**config.mk**
```make
export PLATFORM = sky130hd
export DESIGN_NAME = fetch_queue
export DESIGN_NICKNAME = d
export VERILOG_FILES = /design/src/rtl/fetch_queue.sv
export SDC_FILE = /design/constraint.sdc
export NUM_CORES = 1
export LEC_CHECK = 0
export CAP_MARGIN = 20
export CORE_AREA = 3 3 203 205
export DETAILED_ROUTE_END_ITERATION = 16
export DIE_AREA = 0 0 206 208
export SLEW_MARGIN = 20
export SYNTH_ARGS = -nofsm -noshare
export SYNTH_HDL_FRONTEND = slang
export SYNTH_SLANG_ARGS = --single-unit
export TNS_END_PERCENT = 5
```
**constraint.sdc**
```tcl
create_clock -name clk -period 9 [get_ports clk]
set_clock_uncertainty 0.05 [all_clocks]
set_input_delay 1.8 -clock clk [delete_from_list [all_inputs] [get_ports clk]]
set_output_delay 1.8 -clock clk [all_outputs]
set_load 0.05 [all_outputs]
```
**src/rtl/fetch_queue.sv**
```systemverilog
// fetch_queue: instruction prefetch buffer between the program counter and
// instruction memory. Requests are issued only while a queue slot is
// guaranteed for the response, so no read data can ever be dropped for
// lack of space. Responses return in order and are tagged with their
// word address through a small in-flight address FIFO.
//
// Parameters
//   DEPTH    queue entries (power of two, 2..16)
//   MAX_OUT  reads in flight (1..3)
//
// Ports
//   clk, rst          clock / asynchronous active-high reset
//   pc                word address of the next instruction
//   pc_en             pc may step: the read of pc was accepted this cycle
//   flush             redirect; drops queued and in-flight instructions
//   mem_req/mem_addr  read request to instruction memory (mem_addr == pc)
//   mem_gnt           memory accepts the request
//   mem_rvalid/rdata  in-order read response
//   inst_valid/data/pc  queue head presented to decode
//   inst_ready        decode consumes the head
//
// Build option
//   FETCH_QUEUE_BYPASS_EN  when defined, a response arriving at an empty
//   queue is presented to decode in the same cycle and, if consumed,
//   never enters the queue.
module fetch_queue #(
   parameter int DEPTH   = 4,
   parameter int MAX_OUT = 2
) (
   input  logic        clk,
   input  logic        rst,
   input  logic [31:0] pc,
   output logic        pc_en,
   input  logic        flush,
   output logic        mem_req,
   output logic [31:0] mem_addr,
   input  logic        mem_gnt,
   input  logic        mem_rvalid,
   input  logic [31:0] mem_rdata,
   output logic        inst_valid,
   output logic [31:0] inst_data,
   output logic [31:0] inst_pc,
   input  logic        inst_ready
);

   localparam int AW = $clog2(DEPTH);
   localparam int PW = AW + 1;                               // extra bit separates full/empty
   localparam int TW = (MAX_OUT > 1) ? $clog2(MAX_OUT) : 1;
   localparam int OW = 2;                                    // holds 0..3
   localparam int CW = PW + 1;                               // occupancy + outstanding

   logic [PW-1:0] wptr_q, wptr_d, rptr_q, rptr_d;
   logic [OW-1:0] out_q, out_d, disc_q, disc_d;
   logic [TW-1:0] twp_q, twp_d, trp_q, trp_d;
   logic          run_q;

   logic [31:0] tag_q  [MAX_OUT];
   logic [31:0] qdat_q [DEPTH];
   logic [31:0] qpc_q  [DEPTH];

   logic [PW-1:0] occ;
   logic [CW-1:0] used;
   logic          empty, accept, rsp, keep, push, pop;
   logic          byp_show, byp_take;

   function automatic logic [TW-1:0] tnext(input logic [TW-1:0] i);
      return (i == TW'(MAX_OUT - 1)) ? '0 : i + 1'b1;
   endfunction

   assign occ   = wptr_q - rptr_q;
   assign empty = (occ == '0);
   assign used  = CW'(occ) + CW'(out_q);

   // run_q holds off the first request until the first edge after reset
   // releases, so rst never feeds the datapath directly.
   assign mem_req  = run_q && !flush && (out_q < OW'(MAX_OUT)) && (used < CW'(DEPTH));
   assign accept   = mem_req && mem_gnt;
   assign pc_en    = accept;
   assign mem_addr = pc;

   // A response with nothing outstanding is illegal and ignored.
   assign rsp  = mem_rvalid && (out_q != '0);
   assign keep = rsp && !flush && (disc_q == '0);

`ifdef FETCH_QUEUE_BYPASS_EN
   assign byp_show = keep && empty;
   assign byp_take = byp_show && inst_ready;
`else
   assign byp_show = 1'b0;
   assign byp_take = 1'b0;
`endif

   assign push = keep && !byp_take;
   assign pop  = !empty && inst_ready && !flush;

   // Outputs are forced to zero when nothing is presented so reset and
   // empty states never expose stale queue contents.
   assign inst_valid = !empty || byp_show;
   assign inst_data  = !empty  ? qdat_q[rptr_q[AW-1:0]] :
                       byp_show ? mem_rdata : 32'h0;
   assign inst_pc    = !empty  ? qpc_q[rptr_q[AW-1:0]] :
                       byp_show ? tag_q[trp_q] : 32'h0;

   always_comb begin
      wptr_d = wptr_q + PW'(push);
      rptr_d = rptr_q + PW'(pop);
      out_d  = out_q;
      disc_d = disc_q;
      twp_d  = accept ? tnext(twp_q) : twp_q;
      trp_d  = rsp    ? tnext(trp_q) : trp_q;

      if (accept && !rsp)
         out_d = out_q + 1'b1;
      else if (!accept && rsp)
         out_d = out_q - 1'b1;

      if (flush) begin
         rptr_d = wptr_q;                   // push is blocked during flush
         // Everything still in flight after this edge belongs to the old path.
         disc_d = out_q - OW'(rsp);
      end else if (rsp && disc_q != '0) begin
         disc_d = disc_q - 1'b1;
      end
   end

   always_ff @(posedge clk or posedge rst) begin
      if (rst) begin
         wptr_q <= '0;
         rptr_q <= '0;
         out_q  <= '0;
         disc_q <= '0;
         twp_q  <= '0;
         trp_q  <= '0;
         run_q  <= 1'b0;
      end else begin
         wptr_q <= wptr_d;
         rptr_q <= rptr_d;
         out_q  <= out_d;
         disc_q <= disc_d;
         twp_q  <= twp_d;
         trp_q  <= trp_d;
         run_q  <= 1'b1;
      end
   end

   // Storage arrays need no reset: pointers and output gating cover it.
   always_ff @(posedge clk) begin
      if (accept)
         tag_q[twp_q] <= pc;
      if (push) begin
         qdat_q[wptr_q[AW-1:0]] <= mem_rdata;
         qpc_q[wptr_q[AW-1:0]]  <= tag_q[trp_q];
      end
   end

endmodule

```
==> results.ini, run 1 <==
[critical_path]
rr_worst_depth = 7
critical_path_class = in -> out
start_kind = primary input
crit_end = pc_en
critPathCaptureType = output port
cp-startpoint = flush
regToRegEndpoint = tag_q[1][30]
required_ns = 7.15
path_max_fanout = 11
reg2reg_slack_ns = 5.09
reg2reg_from = rptr_q[0]
cp.arrival_ns = 4.47

[logic_synthesis]
synth_nets = 690
synth_area_sq_um = 13000
netlist_instances = 610
yosysTopAreaCell = edfxtp_1
syn_area_per_cell_sq_um = 21.2
synth_top_area_frac = 0.742
seq_area_frac_synth = 0.767
ys_ff_latch = 333
synth_area_leaders = edfxtp_1 (74%), mux4_2 (11%), nor2b_1 (3.1%), mux2_2 (3.0%), dfrtp_1 (2.5%)
yosys_warnings = 0
ys_types = 31

[global_route]
grt_pass1_wl_um = 39900
grt_use_total = 0.124
grt_pass1_vias = 6551
antenna_found_initial = 2
grt_max_degree = 64
overflow = 0

[floorplanning]
core_area_sq_um = 39600
rows = 73
ios = 169
initial_core_util = 0.327
die_area_sq_um = 42800
die_h_um = 208
fp.dieW_um = 206

[clock_network]
cts_hold_buf = 0
htreeDepth = 2
insertion_delay_ns = 0.53
cts_root_buffer = clkbuf_16
tritoncts = done
cts_buffer_depth = 3
post_cts_buffers = 0
post_cts_resized = 0
path_clk_slew_ns = 0.05
cts_made_buffers = 38
cts_sinks = 333

[routing]
first_pass_iters = 4
drt-total-wl_um = 26100
wire_per_inst_um = 19.8
viasPerCell = 4.55
dr.first_iter.drc_count = 247
vias = 6017
drcViolationCount = 0
ant_nets = 0

[job]
cap_violations = 0

[place]
routabilityCongestion = 0.671
io_buffers = 168
dp_hpwl_um = 14400

[power_and_ir_drop]
p_leak_nw = 5.29
cellPowerDensity_nw_per_um2 = 381
ir_drop_mv = 0.248

[sta]
tightest_slew_ns = 1.00
period_needed_ns = 6.32
rsz0062_at_grt = false
setup-violations-final = 0
fin_hold_ws_ns = 0.481
slew_headroom = 0.331
hold_viol = 0
fin_crit_sh = 0.702
timing.fmax_ghz = 0.158
totalNegativeSetupSlack_ns = 0
slew_violations = 0

[finish]
drive_gt1_frac = 0.217
diodes = 0
final_nets = 850
nFillCells = 3538
syn_to_final_growth_pct = 25.5

[status]
status = complete, no violations

[worst_hold_path]
hold_path_class = reg -> reg

## cell usage after synthesis
master,n
edfxtp_1,320
mux4_2,64
nor2b_1,64
mux2_2,34
buf_4,32
clkbuf_1,14
dfrtp_1,13
buf_2,12
inv_1,12
ha_1,9
and3_1,4
nor3_1,4
xor2_1,4
nand2_1,3
xnor2_1,3
a21oi_1,2
nor2_1,2
and3b_1,1
conb_1,1
fa_1,1
nor3b_1,1
nor3b_2,1
o21ai_0,1
o21ai_1,1
o31a_1,1
o31ai_1,1
or3_1,1
or4b_1,1
or4b_4,1
xnor2_2,1
xnor3_1,1
## cell families (layout without fill, tap and decap cells)
| logic type | after synthesis | in the layout | share of synthesized area |
|---|---|---|---|
| flip-flops | 333 | 333 | 0.767 |
| multiplexers | 98 | 98 | 0.141 |
| AND/OR/NAND/NOR | 83 | 83 | 0.0404 |
| buffers and inverters | 70 | 257 | 0.0307 |
| adder cells (fa/ha/maj) | 10 | 10 | 0.0102 |
| XOR/XNOR | 9 | 9 | 0.00773 |
| AO/OA/AOI/OAI | 6 | 6 | 0.00280 |
| other | 1 | 1 | 0.000290 |
## worst min path at each step
stage	start	to	cells past startpoint
after floorplan	twp_q	twp_q	1
after global placement	wptr_q[2]	wptr_q[2]	1
after detailed placement	wptr_q[2]	wptr_q[2]	1
after CTS	wptr_q[2]	wptr_q[2]	1
after global routing	wptr_q[2]	wptr_q[2]	1
final	wptr_q[2]	wptr_q[2]	1
## registers in the layout (all words and copies together) (netlist names)
name    flops
disc_q      2
out_q       2
qdat_q    128
qpc_q     128
rptr_q      3
run_q       1
tag_q      64
trp_q       1
twp_q       1
wptr_q      3
## power by group
part	switching (mW)	leakage (nW)	internal [mW]
Combinational	1.73	1.67	1.00
Sequential	0.147	3.03	1.85
Clock	0.584	0.586	0.878
Total	2.46	5.29	3.73
## area by class of cell
class,count,area (sq um),area share
Clock buffer,53,1090,0.0671
Clock inverter,14,110,0.00677
Inverter,12,45.0,0.00277
Multi-Input combinational cell,207,2660,0.163
Sequential cell,333,9940,0.612
Tap cell,525,657,0.0404
Timing Repair Buffer,178,1760,0.108
## worst max-delay path: stages
cell,delay [ns]
clkdlybuf4s50_1,0.59
or4b_1,0.61
or4b_4,0.55
inv_1,0.11
clkdlybuf4s50_1,0.80
## per-stage QoR
stage	utilization	cells	area (sq um)	power, mW	setup WS (ns)
final	0.410	1322	16300	6.19	2.68
after global routing	0.410	1322	16300	6.49	2.50
after CTS	0.410	1322	16300	6.32	2.62
after detailed placement	0.380	1255	15100	4.82	2.68
after global placement	0.380	1255	15100	4.80	2.71
after floorplan	-	610	13000	3.90	1.63
## layout by cell type, fill, tap and decap left out, drive strengths merged, types with 3 or more instances in the layout
master,instances
mux2,34
mux4,64
dfrtp,13
buf,10
ha,9
inv,13
clkdlybuf4s50,168
xnor2,4
clkinv,11
edfxtp,320
nor2b,64
xor2,4
nand2,3
and3,4
clkbuf,53
nor3,4
## layer usage
metal	share of wire	global-route usage	wire, um
met1	0.43	0.158	11200
met2	0.50	0.207	13000
met3	0.054	0.0299	1410
met4	0.020	0.0419	520
met5	0.00077	0	20
(Power assumes the default switching activity.)
==> run 2, diff against run 1 <==
==> constraint.sdc (replaced) <==
create_clock -name clk -period 5.5 [get_ports clk]
set_clock_uncertainty 0.05 [all_clocks]
set_input_delay 1.1 -clock clk [delete_from_list [all_inputs] [get_ports clk]]
set_output_delay 1.1 -clock clk [all_outputs]
set_load 0.05 [all_outputs]
==> run 2 against run 1 <==
Net effect:
- sequential share of layout area fell by 0.052 points
- via count up 0.75%
- hold slack better by 0.0056 ns
- critical endpoint unchanged
==> results.ini, run 2 (same netlist as run 1, synthesis figures left out) <==
[floorplanning]
fp.dieW_um = 206
die_h_um = 208
die_area_sq_um = 42800
core_area_sq_um = 39600
initial_core_util = 0.327
ios = 169
rows = 73

[critical_path]
start_kind = register
cp.arrival_ns = 3.96
critical_path_class = reg -> out
cp_slowest_stage_delay_ns = 0.80
crit_chain = inv_1 > ha_1 > inv_1 > fa_1 > ha_1 > or4b_1 > or4b_4 > inv_1 > clkdlybuf4s50_1
cp_slowest_cell = clkdlybuf4s50_1
path_max_fanout = 5
critPathCaptureType = output port
path_common_cell = inv_1
required_ns = 4.35

[sta]
setup-violations-final = 0
rsz0062_at_grt = false
timing.fmax_ghz = 0.196
fin_crit_sh = 0.929
slew_violations = 0
hold_viol = 0
slew_headroom = 0.378
setup_slack_ns = 0.388
tightest_slew_ns = 0.933
period_needed_ns = 5.11

[power_and_ir_drop]
combPwrFrac = 0.455
p_int_mw = 6.10
netSwitchingPower_mw = 4.03
cellPowerDensity_nw_per_um2 = 623
p_leak_nw = 5.30
switching_share = 0.398
fin_total_pwr_mw = 10.1
power_frac_seq = 0.311
ir_drop_mv = 0.342
pwr-share-clk = 0.234

[global_route]
antenna_found_initial = 1
grt_pass1_wl_um = 40400
grt_max_degree = 52
overflow = 0
grt_pass1_vias = 6715
grt_use_total = 0.125

[routing]
highest_layer = met4
met3WireLength_um = 1680
route.met2.wl_um = 13100
drt-total-wl_um = 25900
viasPerCell = 4.56
drcViolationCount = 0
dr.first_iter.drc_count = 334
vias = 6062
wire_per_inst_um = 19.5
ant_nets = 0
wl_met1_um = 10600
first_pass_iters = 4

[place]
dp_hpwl_um = 14900
io_buffers = 168
routabilityCongestion = 0.689
dp_slack_ns = 0.576

[clock_network]
cts_sinks = 333
cts_made_buffers = 37
htreeDepth = 2
cts_hold_buf = 0
post_cts_buffers = 0
insertion_delay_ns = 0.53
cts_buffer_depth = 3
tritoncts = done
cts_root_buffer = clkbuf_16
post_cts_resized = 0
path_clk_slew_ns = 0.06

[finish]
mostFrequentLayoutCells = edfxtp_1 (320), clkdlybuf4s50_1 (168), mux4_2 (64), nor2b_1 (64), clkbuf_16 (39)
final_common_cell = edfxtp_1
final_nets = 854
drive_gt1_frac = 0.218
syn_to_final_growth_pct = 25.6

[status]
status = complete, no violations

[worst_hold_path]
hold_path_class = reg -> reg

[job]
cap_violations = 0

==> run 2: cell count changes in the layout (fill, tap and decap cells not counted), moves of 2 or more <==
cell,change
buf_4,+5
clkinv_1,+3
clkinv_4,-3
clkbuf_16,-2
==> run 2: layer usage <==
metal | up-vias | global-route usage
li1 | 2723 | -
met1 | 3143 | 0.156
met2 | 159 | 0.210
met3 | 37 | 0.0341
met4 | 0 | 0.0407
met5 | - | 0
==> run 2: area by class of cell <==
| cell class | count | area (sq um) |
|---|---|---|
| repair buffers | 183 | 1790 |
| diodes | 1 | 2.50 |
| well taps | 525 | 657 |
| clock inverters | 16 | 130 |
| flip-flops and latches | 333 | 9940 |
| multi-input cells | 207 | 2660 |
| fillers | 3615 | 23400 |
| inverters | 12 | 45.0 |
| clock buffers | 52 | 1040 |
==> run 2: power groups by stage <==
stage          combinational (mW)  sequential, mW  clock, mW
4_1_cts                      4.72            3.16       2.47
3_5_place_dp                 4.71            3.21          0
5_1_grt                      4.90            3.18       2.57
6_report                     4.61            3.16       2.37
3_3_place_gp                 4.69            3.21          0
2_1_floorplan                3.24            3.14          0
==> run 2: worst paths after layout <==
check	startpoint	endpoint	slack, ns	cells after the start
max reg2reg	wptr_q[0]	tag_q[0][7]	1.98	9
max	wptr_q[0]	pc_en	0.39	9
min reg2reg	wptr_q[2]	wptr_q[2]	0.49	1
max in group asynchronous	rst	rptr_q[1]	4.17	2
min in group asynchronous	rst	rptr_q[0]	0.85	2
min	wptr_q[2]	wptr_q[2]	0.49	1
==> run 2: per-stage QoR <==
stage	TNS, ns	instances	util	hold slack (ns)	cell area, sq um
floorplan	-149.86	610	-	0.438	13000
global placement	0	1260	0.381	0.476	15100
global route	0	1328	0.410	0.529	16300
detailed placement	0	1260	0.381	0.477	15100
CTS	0	1328	0.410	0.489	16300
finish	0	1329	0.410	0.487	16300
==> run 2: critical path: cells and delay by family (launching register included) <==
| kind | cells | cell delay, ns |
|---|---|---|
| buffers and inverters | 4 | 1.09 |
| AND/OR/NAND/NOR | 2 | 1.04 |
| adder cells (fa/ha/maj) | 3 | 0.89 |
| flip-flops | 1 | 0.43 |
==> run 3, diff against run 2 <==
--- a/config.mk
+++ b/config.mk
@@ -6,9 +6,10 @@
 export NUM_CORES = 1
 export LEC_CHECK = 0
 export CAP_MARGIN = 20
-export CORE_AREA = 3 3 203 205
+export CORE_AREA = 3 3 165 167
 export DETAILED_ROUTE_END_ITERATION = 16
-export DIE_AREA = 0 0 206 208
+export DIE_AREA = 0 0 168 170
+export PLACE_DENSITY = 0.76
 export SLEW_MARGIN = 20
 export SYNTH_ARGS = -nofsm -noshare
 export SYNTH_HDL_FRONTEND = slang
==> run 3 against run 2 <==
Net effect:
- non-clock buffer count decreased by 7
- cell area fell by 2.4%
- hold slack worse by 0.012 ns
- count of clock-buffer cells in the layout decreased by 4
- via count is 1.2% lower
- first-iteration DRC count increased by 43%
- routed wire length fell by 10%
- flip-flop and latch count stayed put
- cell count shrank 16%
- critical path depth stayed put
==> results.ini, run 3 (same netlist as run 1, synthesis figures left out) <==
[place]
numPlacedInstances = 1063
io_buffers = 168
routabilityCongestion = 0.749
dp_hpwl_um = 13500

[routing]
first_pass_iters = 4
wire_per_inst_um = 20.7
drcViolationCount = 0
vias = 5991
viasPerCell = 5.33
drt-total-wl_um = 23300
dr.first_iter.drc_count = 477
ant_nets = 0

[finish]
syn_to_final_growth_pct = 22.6
final_nets = 845
mostFrequentLayoutCells = edfxtp_1 (320), clkdlybuf4s50_1 (168), mux4_2 (64), nor2b_1 (64), clkbuf_16 (37)
seqCellArea_sq_um = 9940
stdcell_count = 1123
diodes = 0
multi_input_area_sq_um = 2660
final_common_cell = edfxtp_1
drive_gt1_frac = 0.208
nFillCells = 1790

[clock_network]
cts_hold_buf = 0
cts_root_buffer = clkbuf_16
path_clk_slew_ns = 0.06
post_cts_buffers = 0
insertion_delay_ns = 0.49
cts_sinks = 333
htreeDepth = 2
post_cts_resized = 0
cts_made_buffers = 35
tritoncts = done
cts_buffer_depth = 3

[critical_path]
regToRegEndpoint = tag_q[0][3]
rr_worst_depth = 9
critical_path_class = reg -> out
cp-startpoint = wptr_q[0]
reg2reg_from = wptr_q[0]
start_kind = register
reg2reg_slack_ns = 1.59
required_ns = 4.35
cp.arrival_ns = 3.99
path_max_fanout = 5
critPathCaptureType = output port

[worst_hold_path]
min_from = wptr_q[2]
hold_depth = 1
hold_path_class = reg -> reg
min_to = wptr_q[2]

[sta]
setup-violations-final = 0
slew_violations = 0
tightest_slew_ns = 1.03
rsz0062_at_grt = false
period_needed_ns = 5.14
slew_headroom = 0.315
fin_crit_sh = 0.935
hold_viol = 0
timing.fmax_ghz = 0.195

[global_route]
grt_use_total = 0.165
grt_max_degree = 66
overflow = 0
grt_pass1_vias = 6634
grt_pass1_wl_um = 36300
antenna_found_initial = 0

[floorplanning]
rows = 59
core_area_sq_um = 25900
die_area_sq_um = 28600
fp.dieW_um = 168
initial_core_util = 0.500
ios = 169
die_h_um = 170

[status]
status = complete, no violations

[job]
cap_violations = 0

[run 3: per-layer routing]
| layer | part of all wire | GRT usage | wire length (um) |
|---|---|---|---|
| met2 | 0.52 | 0.296 | 12200 |
| met5 | 0 | 0 | 0 |
| met3 | 0.056 | 0.0297 | 1300 |
| met1 | 0.40 | 0.207 | 9380 |
| met4 | 0.019 | 0.0519 | 453 |
[run 3: worst max-delay path by stage]
stage	endpoint	slack, ns	cells after the start
2_1_floorplan	qdat_q[1][0]	-1.17	3
3_3_place_gp	pc_en	0.64	5
3_5_place_dp	pc_en	0.58	5
4_1_cts	pc_en	0.33	9
5_1_grt	pc_en	0.25	9
6_report	pc_en	0.36	9
[run 3: metrics by stage]
step	area (sq um)	TNS, ns	util	worst slack [ns]	hold slack (ns)
floorplan	13000	-149.86	-	-1.17	0.438
global placement	14800	0	0.571	0.636	0.457
detailed placement	14800	0	0.571	0.580	0.475
CTS	15900	0	0.613	0.330	0.484
global route	15900	0	0.613	0.246	0.512
finish	15900	0	0.613	0.360	0.475
[run 3: cell type report]
cell class / count / share of cell area
flip-flops and latches: 333 / 0.626
multi-input cells: 207 / 0.167
repair buffers: 176 / 0.110
clock buffers: 48 / 0.0622
well taps: 335 / 0.0264
clock inverters: 12 / 0.00520
inverters: 12 / 0.00284
[run 3: critical path, cell delays in order, from the launching register on]
cell	delay, ns
dfrtp_1	0.43
inv_1	0.15
ha_1	0.18
inv_1	0.06
fa_1	0.49
ha_1	0.21
or4b_1	0.50
or4b_4	0.56
inv_1	0.11
clkdlybuf4s50_1	0.81
Power of run 3 is left out: the tool's default activity adds up to more than one toggle a clock period on the data nets, which glitch-free logic cannot reach.
